## src/rtl/prog_load_ctrl_if.sv

```systemverilog
// Byte stream from the UART receiver plus the instruction-memory write port of the loader.
// Master is the loader (consumes bytes, drives writes); slave is the surrounding system.
interface prog_load_ctrl_if #(
  parameter int ADDR_W = 10
);
  logic              rx_dv;
  logic [7:0]        rx_byte;
  logic              mem_we;
  logic [ADDR_W-1:0] mem_addr;
  logic [31:0]       mem_wdata;

  modport master (
    input  rx_dv,
    input  rx_byte,
    output mem_we,
    output mem_addr,
    output mem_wdata
  );

  modport slave (
    output rx_dv,
    output rx_byte,
    input  mem_we,
    input  mem_addr,
    input  mem_wdata
  );
endinterface

```

## src/rtl/prog_load_ctrl.sv

```systemverilog
// Framed program download (LEN_LO, LEN_HI, 4*N payload bytes, CHK) into instruction memory.
// One memory write the cycle after each word's 4th byte; no backpressure, the byte stream is never stalled.
module prog_load_ctrl #(
  parameter int ADDR_W         = 10,
  parameter int TIMEOUT_CYCLES = 100000
) (
  input  logic              clk,
  input  logic              rst,
  input  logic              start,
  prog_load_ctrl_if.master  bus,
  output logic              cpu_halt,
  output logic              busy,
  output logic              done,
  output logic [1:0]        err_code,
  output logic [ADDR_W:0]   words_loaded
);
  localparam int              TMO_W     = $clog2(TIMEOUT_CYCLES + 1);
  localparam logic [16:0]     MAX_WORDS = 17'(2 ** ADDR_W);
  localparam logic [TMO_W-1:0] TMO_LAST = TMO_W'(TIMEOUT_CYCLES - 1);
  localparam logic [TMO_W-1:0] TMO_ONE  = TMO_W'(1);
  localparam logic [ADDR_W:0] WL_ONE    = (ADDR_W + 1)'(1);
  localparam logic [1:0]      ERR_NONE  = 2'd0;
  localparam logic [1:0]      ERR_LEN   = 2'd1;
  localparam logic [1:0]      ERR_CHK   = 2'd2;
  localparam logic [1:0]      ERR_TMO   = 2'd3;

  typedef enum logic [2:0] {
    S_IDLE, S_LEN_LO, S_LEN_HI, S_DATA, S_CHECK, S_DONE, S_ERROR
  } state_t;

  state_t            state, state_nxt;
  logic [1:0]        err_nxt;
  logic [7:0]        len_lo;
  logic [15:0]       len;
  logic [15:0]       word_cnt;
  logic [1:0]        byte_cnt;
  logic [7:0]        sum;
  logic [23:0]       wbuf;
  logic [TMO_W-1:0]  tmo_cnt;
  logic              mem_we_q;
  logic [ADDR_W-1:0] mem_addr_q;
  logic [31:0]       mem_wdata_q;

  logic [15:0]       len_n;
  logic              tmo_run;
  logic              tmo_hit;
  logic              last_word;
  logic              word_wr;

  assign len_n     = {bus.rx_byte, len_lo};
  assign tmo_run   = (state == S_LEN_HI) || (state == S_DATA) || (state == S_CHECK);
  assign tmo_hit   = tmo_run && !bus.rx_dv && (tmo_cnt == TMO_LAST);
  assign last_word = (word_cnt + 16'd1) == len;
  assign word_wr   = !start && (state == S_DATA) && bus.rx_dv && (byte_cnt == 2'd3);

  assign bus.mem_we    = mem_we_q;
  assign bus.mem_addr  = mem_addr_q;
  assign bus.mem_wdata = mem_wdata_q;

  always_ff @(posedge clk or posedge rst) begin
    if (rst) state <= S_IDLE;
    else     state <= state_nxt;
  end

  always_comb begin
    state_nxt = state;
    err_nxt   = err_code;
    busy      = (state == S_LEN_LO) || tmo_run;
    cpu_halt  = busy || (state == S_ERROR);
    done      = (state == S_DONE);
    // start outranks everything, including a byte arriving in the same cycle
    if (start) begin
      state_nxt = S_LEN_LO;
      err_nxt   = ERR_NONE;
    end else if (tmo_hit) begin
      state_nxt = S_ERROR;
      err_nxt   = ERR_TMO;
    end else if (bus.rx_dv) begin
      case (state)
        S_LEN_LO: state_nxt = S_LEN_HI;
        S_LEN_HI: begin
          if (len_n == 16'd0) begin
            state_nxt = S_CHECK;
          end else if ({1'b0, len_n} > MAX_WORDS) begin
            state_nxt = S_ERROR;
            err_nxt   = ERR_LEN;
          end else begin
            state_nxt = S_DATA;
          end
        end
        S_DATA: if (byte_cnt == 2'd3 && last_word) state_nxt = S_CHECK;
        S_CHECK: begin
          if (bus.rx_byte == sum) begin
            state_nxt = S_DONE;
          end else begin
            state_nxt = S_ERROR;
            err_nxt   = ERR_CHK;
          end
        end
        default: state_nxt = state;
      endcase
    end
  end

  always_ff @(posedge clk or posedge rst) begin
    if (rst) begin
      err_code     <= ERR_NONE;
      words_loaded <= '0;
      len_lo       <= '0;
      len          <= '0;
      word_cnt     <= '0;
      byte_cnt     <= '0;
      sum          <= '0;
      wbuf         <= '0;
      tmo_cnt      <= '0;
      mem_we_q     <= 1'b0;
      mem_addr_q   <= '0;
      mem_wdata_q  <= '0;
    end else begin
      err_code <= err_nxt;
      mem_we_q <= word_wr;
      if (start) begin
        words_loaded <= '0;
        len_lo       <= '0;
        len          <= '0;
        word_cnt     <= '0;
        byte_cnt     <= '0;
        sum          <= '0;
        wbuf         <= '0;
        tmo_cnt      <= '0;
      end else begin
        tmo_cnt <= (tmo_run && !bus.rx_dv) ? tmo_cnt + TMO_ONE : '0;
        if (state == S_LEN_LO && bus.rx_dv) len_lo <= bus.rx_byte;
        if (state == S_LEN_HI && bus.rx_dv) len    <= len_n;
        if (state == S_DATA && bus.rx_dv) begin
          byte_cnt <= byte_cnt + 2'd1;
          sum      <= sum + bus.rx_byte;
          case (byte_cnt)
            2'd0:    wbuf[7:0]   <= bus.rx_byte;
            2'd1:    wbuf[15:8]  <= bus.rx_byte;
            2'd2:    wbuf[23:16] <= bus.rx_byte;
            default: wbuf        <= wbuf;
          endcase
        end
        // address and data hold between writes; earlier words stay written on error
        if (word_wr) begin
          mem_addr_q   <= word_cnt[ADDR_W-1:0];
          mem_wdata_q  <= {bus.rx_byte, wbuf};
          word_cnt     <= word_cnt + 16'd1;
          words_loaded <= words_loaded + WL_ONE;
        end
      end
    end
  end
endmodule

```

## src/flat_wrapper.sv

```systemverilog
// flat-port wrapper written by rule: the top's interface ports become plain ports
module prog_load_ctrl_flat 
#(
  parameter int ADDR_W         = 10,
  parameter int TIMEOUT_CYCLES = 100000
)
  (clk, rst, start, cpu_halt, busy, done, err_code, words_loaded, bus_rx_dv, bus_rx_byte, bus_mem_we, bus_mem_addr, bus_mem_wdata);
  prog_load_ctrl_if #(.ADDR_W(ADDR_W)) bus_i ();
  input  logic clk;
  input  logic rst;
  input  logic start;
  output logic cpu_halt;
  output logic busy;
  output logic done;
  output logic [1:0] err_code;
  output logic [ADDR_W:0] words_loaded;
  input wire logic [$bits(bus_i.rx_dv)-1:0] bus_rx_dv;
  input wire logic [$bits(bus_i.rx_byte)-1:0] bus_rx_byte;
  output wire logic [$bits(bus_i.mem_we)-1:0] bus_mem_we;
  output wire logic [$bits(bus_i.mem_addr)-1:0] bus_mem_addr;
  output wire logic [$bits(bus_i.mem_wdata)-1:0] bus_mem_wdata;
  assign bus_i.rx_dv = bus_rx_dv;
  assign bus_i.rx_byte = bus_rx_byte;
  assign bus_mem_we = bus_i.mem_we;
  assign bus_mem_addr = bus_i.mem_addr;
  assign bus_mem_wdata = bus_i.mem_wdata;
  prog_load_ctrl #(.ADDR_W(ADDR_W), .TIMEOUT_CYCLES(TIMEOUT_CYCLES)) u_core (.clk(clk), .rst(rst), .start(start), .bus(bus_i), .cpu_halt(cpu_halt), .busy(busy), .done(done), .err_code(err_code), .words_loaded(words_loaded));
endmodule
```

## config.mk

```make
export PLATFORM = sky130hd
export DESIGN_NAME = prog_load_ctrl_flat
export DESIGN_NICKNAME = d
export VERILOG_FILES = /design/src/rtl/prog_load_ctrl_if.sv /design/src/rtl/prog_load_ctrl.sv /design/src/flat_wrapper.sv
export SDC_FILE = /design/constraint.sdc
export NUM_CORES = 1
export LEC_CHECK = 0
export BUFFER_PORTS_ARGS = -buffer_cell sky130_fd_sc_hd__buf_2
export CAP_MARGIN = 25
export CORE_UTILIZATION = 55
export DETAILED_ROUTE_END_ITERATION = 12
export MAX_ROUTING_LAYER = met4
export PLACE_DENSITY = 0.75
export SYNTH_ARGS = -nofsm -noshare
export SYNTH_HDL_FRONTEND = slang
export SYNTH_SLANG_ARGS = --single-unit
```

## constraint.sdc

```tcl
create_clock -name clk -period 5.46 [get_ports clk]
set_input_delay 0 -clock clk [delete_from_list [all_inputs] [get_ports clk]]
set_output_delay 0 -clock clk [all_outputs]
set_load 0.1 [all_outputs]
```

==> key figures <==
Synthesis
  – Syn Nets: 751
  – Yosys cell types: 60
  – Synth Cell Area: 7350 um^2
  – Gate Count Post-Synth: 724
  – Seq cells post-synth: 150
  – Top FF cell, synth: dfrtp_1
  – Synth Warn #: 0
  – Sequential cell area fraction in the yosys report: 51.1%
  – Number of flops mapped to enable cells by yosys: 0
  – Syn Area/Cell: 10.2 um^2
  – Ys async rst share: 100%

Floorplan
  – Vert. Die Dim: 118 um
  – Initial core utilization: 57.3%
  – Num rows: 41
  – Core Area: 12800 um^2
  – Die area: 13800 um^2
  – # IOs: 71
  – Die Wd: 118 um

Route
  – WL final: 15600 um
  – Vias: 5529
  – DR vias/cell: 5.68
  – Antenna-violating nets left: 0
  – 1st-iter DRT viols: 383
  – Remaining DRCs: 0
  – Drt first pass iters: 5
  – Routed len/inst: 16.0 um

Global route
  – Met2 Use GR: 39.3%
  – First-pass GRT wire length: 26200 um
  – Gr busiest metal: met2
  – Largest net degree at the start of global routing: 86
  – GR Util All Layers: 24.6%
  – Vias in the first global route: 5343
  – Initial antenna violation count: 0
  – GR Overflow Total: 0
  – GR Util met3: 4.60%
  – Routing usage on met1: 31.0%

Pwr
  – Final Power: 2770 uW
  – Switching Fraction: 27.5%
  – LEAKAGE: 0.00402 uW
  – Clock Power Share: 43.3%
  – Net load switching power: 760 uW
  – Comb power frac: 13.4%
  – Internal power: 2010 uW
  – Max VDD drop: 210 uV
  – Reg power frac: 43.3%
  – Pwr dens: 326 nW/um^2

Clocking
  – Worst skew pair latency: 0.42 ns
  – CTS HTree Levels: 4
  – CTS Sinks: 150
  – Post CTS Setup Buffer Count: 0
  – Total CTS buffers: 17
  – Root Driver: clkbuf_16
  – Longest Clk Path Bufs: 2
  – Hold Buf Count CTS: 10
  – Post-CTS Resized: 0
  – TritonCTS clock tree: done
  – Reg clk slew, reported paths: 0.06 ns

Worst setup path
  – Worst setup SP type: register
  – Worst path required time: 5.80 ns
  – Crit-path max FO: 21
  – Worst setup EP type: register
  – Worst Setup Path Type: register to register
  – CP arrival: 3.60 ns

STA
  – Final Cycle Share: 59.9%
  – Final WS setup: 2.19 ns
  – Worst Skew: 0.00582 ns
  – Final setup fails: 0
  – Final hold violation count: 0
  – Final-report max-slew violation count: 0
  – Peak Freq: 0.306 GHz
  – Final min period: 3.27 ns
  – Worst Tran Pin Value: 0.857 ns
  – Max transition margin: 42.9%
  – Fin Setup TNS: 0 ns
  – Unrepaired setup endpoints after global routing: no

Placement
  – Hpwl dp: 10200 um
  – Gpl congestion: 0.927
  – Port Buffers: 70
  – Worst slack, placed: 2.27 ns

Layout
  – Fin util: 66.2%
  – Layout fillers: 1009
  – Area grow syn2layout: 15.5%
  – ANT cells: 0
  – Commonest cells after routing, fill and taps aside: dfrtp_1, nand2_1, buf_2, a21oi_1, nor2_1
  – Final nets: 815
  – Commonest non-fill, non-tap cell in the layout: dfrtp_1
  – Share of cells above drive strength 1: 20.1%

Hold path
  – Hold Path Class: primary input to async pin

Flow run
  – MaxCap Viol Count: 0

Outcome
  – Status: finished clean
-- critical path: stages, from the launching register on --
cell and delay [ns]:
dfrtp_1 0.58, and4b_1 0.76, buf_4 0.35, and2_1 0.55, nand3_1 0.31, or3_2 0.48
a21oi_1 0.15
-- synthesized netlist by cell type, drive strengths merged (2+ instances only) --
master | number | area, um^2
and4 | 7 | 63.8
a21o | 3 | 22.5
or3 | 6 | 38.8
and2 | 2 | 12.5
nand4 | 12 | 96.3
nor3 | 9 | 45.0
dfrtp | 150 | 3750
xor2 | 39 | 342
mux2i | 5 | 50.1
nor2 | 57 | 214
o31ai | 2 | 15.0
nor2b | 2 | 12.5
o21ai | 17 | 85.1
or4 | 3 | 22.5
buf | 15 | 92.6
mux2 | 42 | 473
inv | 11 | 41.3
ha | 14 | 175
xnor2 | 28 | 245
nor3b | 4 | 30.0
clkbuf | 27 | 134
nand2b | 3 | 18.8
a31oi | 2 | 12.5
o21bai | 2 | 15.0
nor4 | 10 | 98.8
a211oi | 2 | 15.0
nand3 | 47 | 245
a21oi | 60 | 300
and3 | 14 | 88.8
a32oi | 2 | 17.5
a221o | 2 | 20.0
o211ai | 2 | 15.0
nand2 | 110 | 413
-- per-layer routing --
metal | share of wire, % | vias to the layer above
met5 | 0 | -
met4 | 1.2 | 0
met3 | 3.5 | 19
met2 | 50 | 131
met1 | 45 | 2740
li1 | - | 2639
-- worst paths after layout --
check,depth (start not counted),startpoint,slack (ns),end
max in group asynchronous,5,rst,4.23,u_core.words_loaded[6]
worst max-delay path,6,u_core.state[0],2.19,u_core.word_cnt[10]
min in group clk,3,start,0.28,u_core.word_cnt[11]
worst max register to register,6,u_core.state[0],2.19,u_core.word_cnt[10]
worst min register to register,1,u_core.bus.mem_addr[3],0.50,u_core.bus.mem_addr[3]
worst min-delay path,3,rst,0.24,u_core.len[10]
-- layout make-up --
class	instances	area, um^2	area share (%)
clock buffers	22	464	5.47
clock inverters	10	146	1.72
inverters	11	46.3	0.545
multi-input cells	521	3330	39.2
flip-flops and latches	150	3750	44.2
well taps	172	215	2.53
repair buffers	87	536	6.31
-- power by group through the flow --
stage	sequential, uW	clock [uW]	combinational [uW]
after floorplan	1200	0	292
after global placement	1210	0	350
after detailed placement	1220	0	359
after CTS	1200	1220	368
after global routing	1200	1270	406
final	1200	1200	372
-- flip-flops by register name (all words and copies together) (netlist names) --
signal and count:
u_core.len 16, u_core.bus.mem_we 1, u_core.wbuf 24, u_core.bus.mem_wdata 32, u_core.bus.mem_addr 10, u_core.err_code 2, u_core.word_cnt 16, u_core.byte_cnt 2
u_core.tmo_cnt 17, u_core.sum 8, u_core.state 3, u_core.len_lo 8, u_core.words_loaded 11
-- metrics by stage --
stage          area (um^2)  cells  hold WS, ns
2_1_floorplan         7350    724        0.131
3_3_place_gp          7730    928        0.147
3_5_place_dp          7730    928        0.164
4_1_cts               8440    970        0.262
5_1_grt               8490    973        0.306
6_report              8490    973        0.240
-- logic make-up (layout without fill, tap and decap cells) --
family | count (synthesis) | after routing | synth area share, %
simple gates | 288 | 288 | 19.3
flops | 150 | 150 | 51.1
compound gates | 104 | 104 | 8.24
xor+xnor | 67 | 67 | 7.98
buf+inv | 53 | 130 | 3.64
mux | 47 | 47 | 7.11
fa+ha+maj | 15 | 15 | 2.66
(Power assumes the default switching activity.)
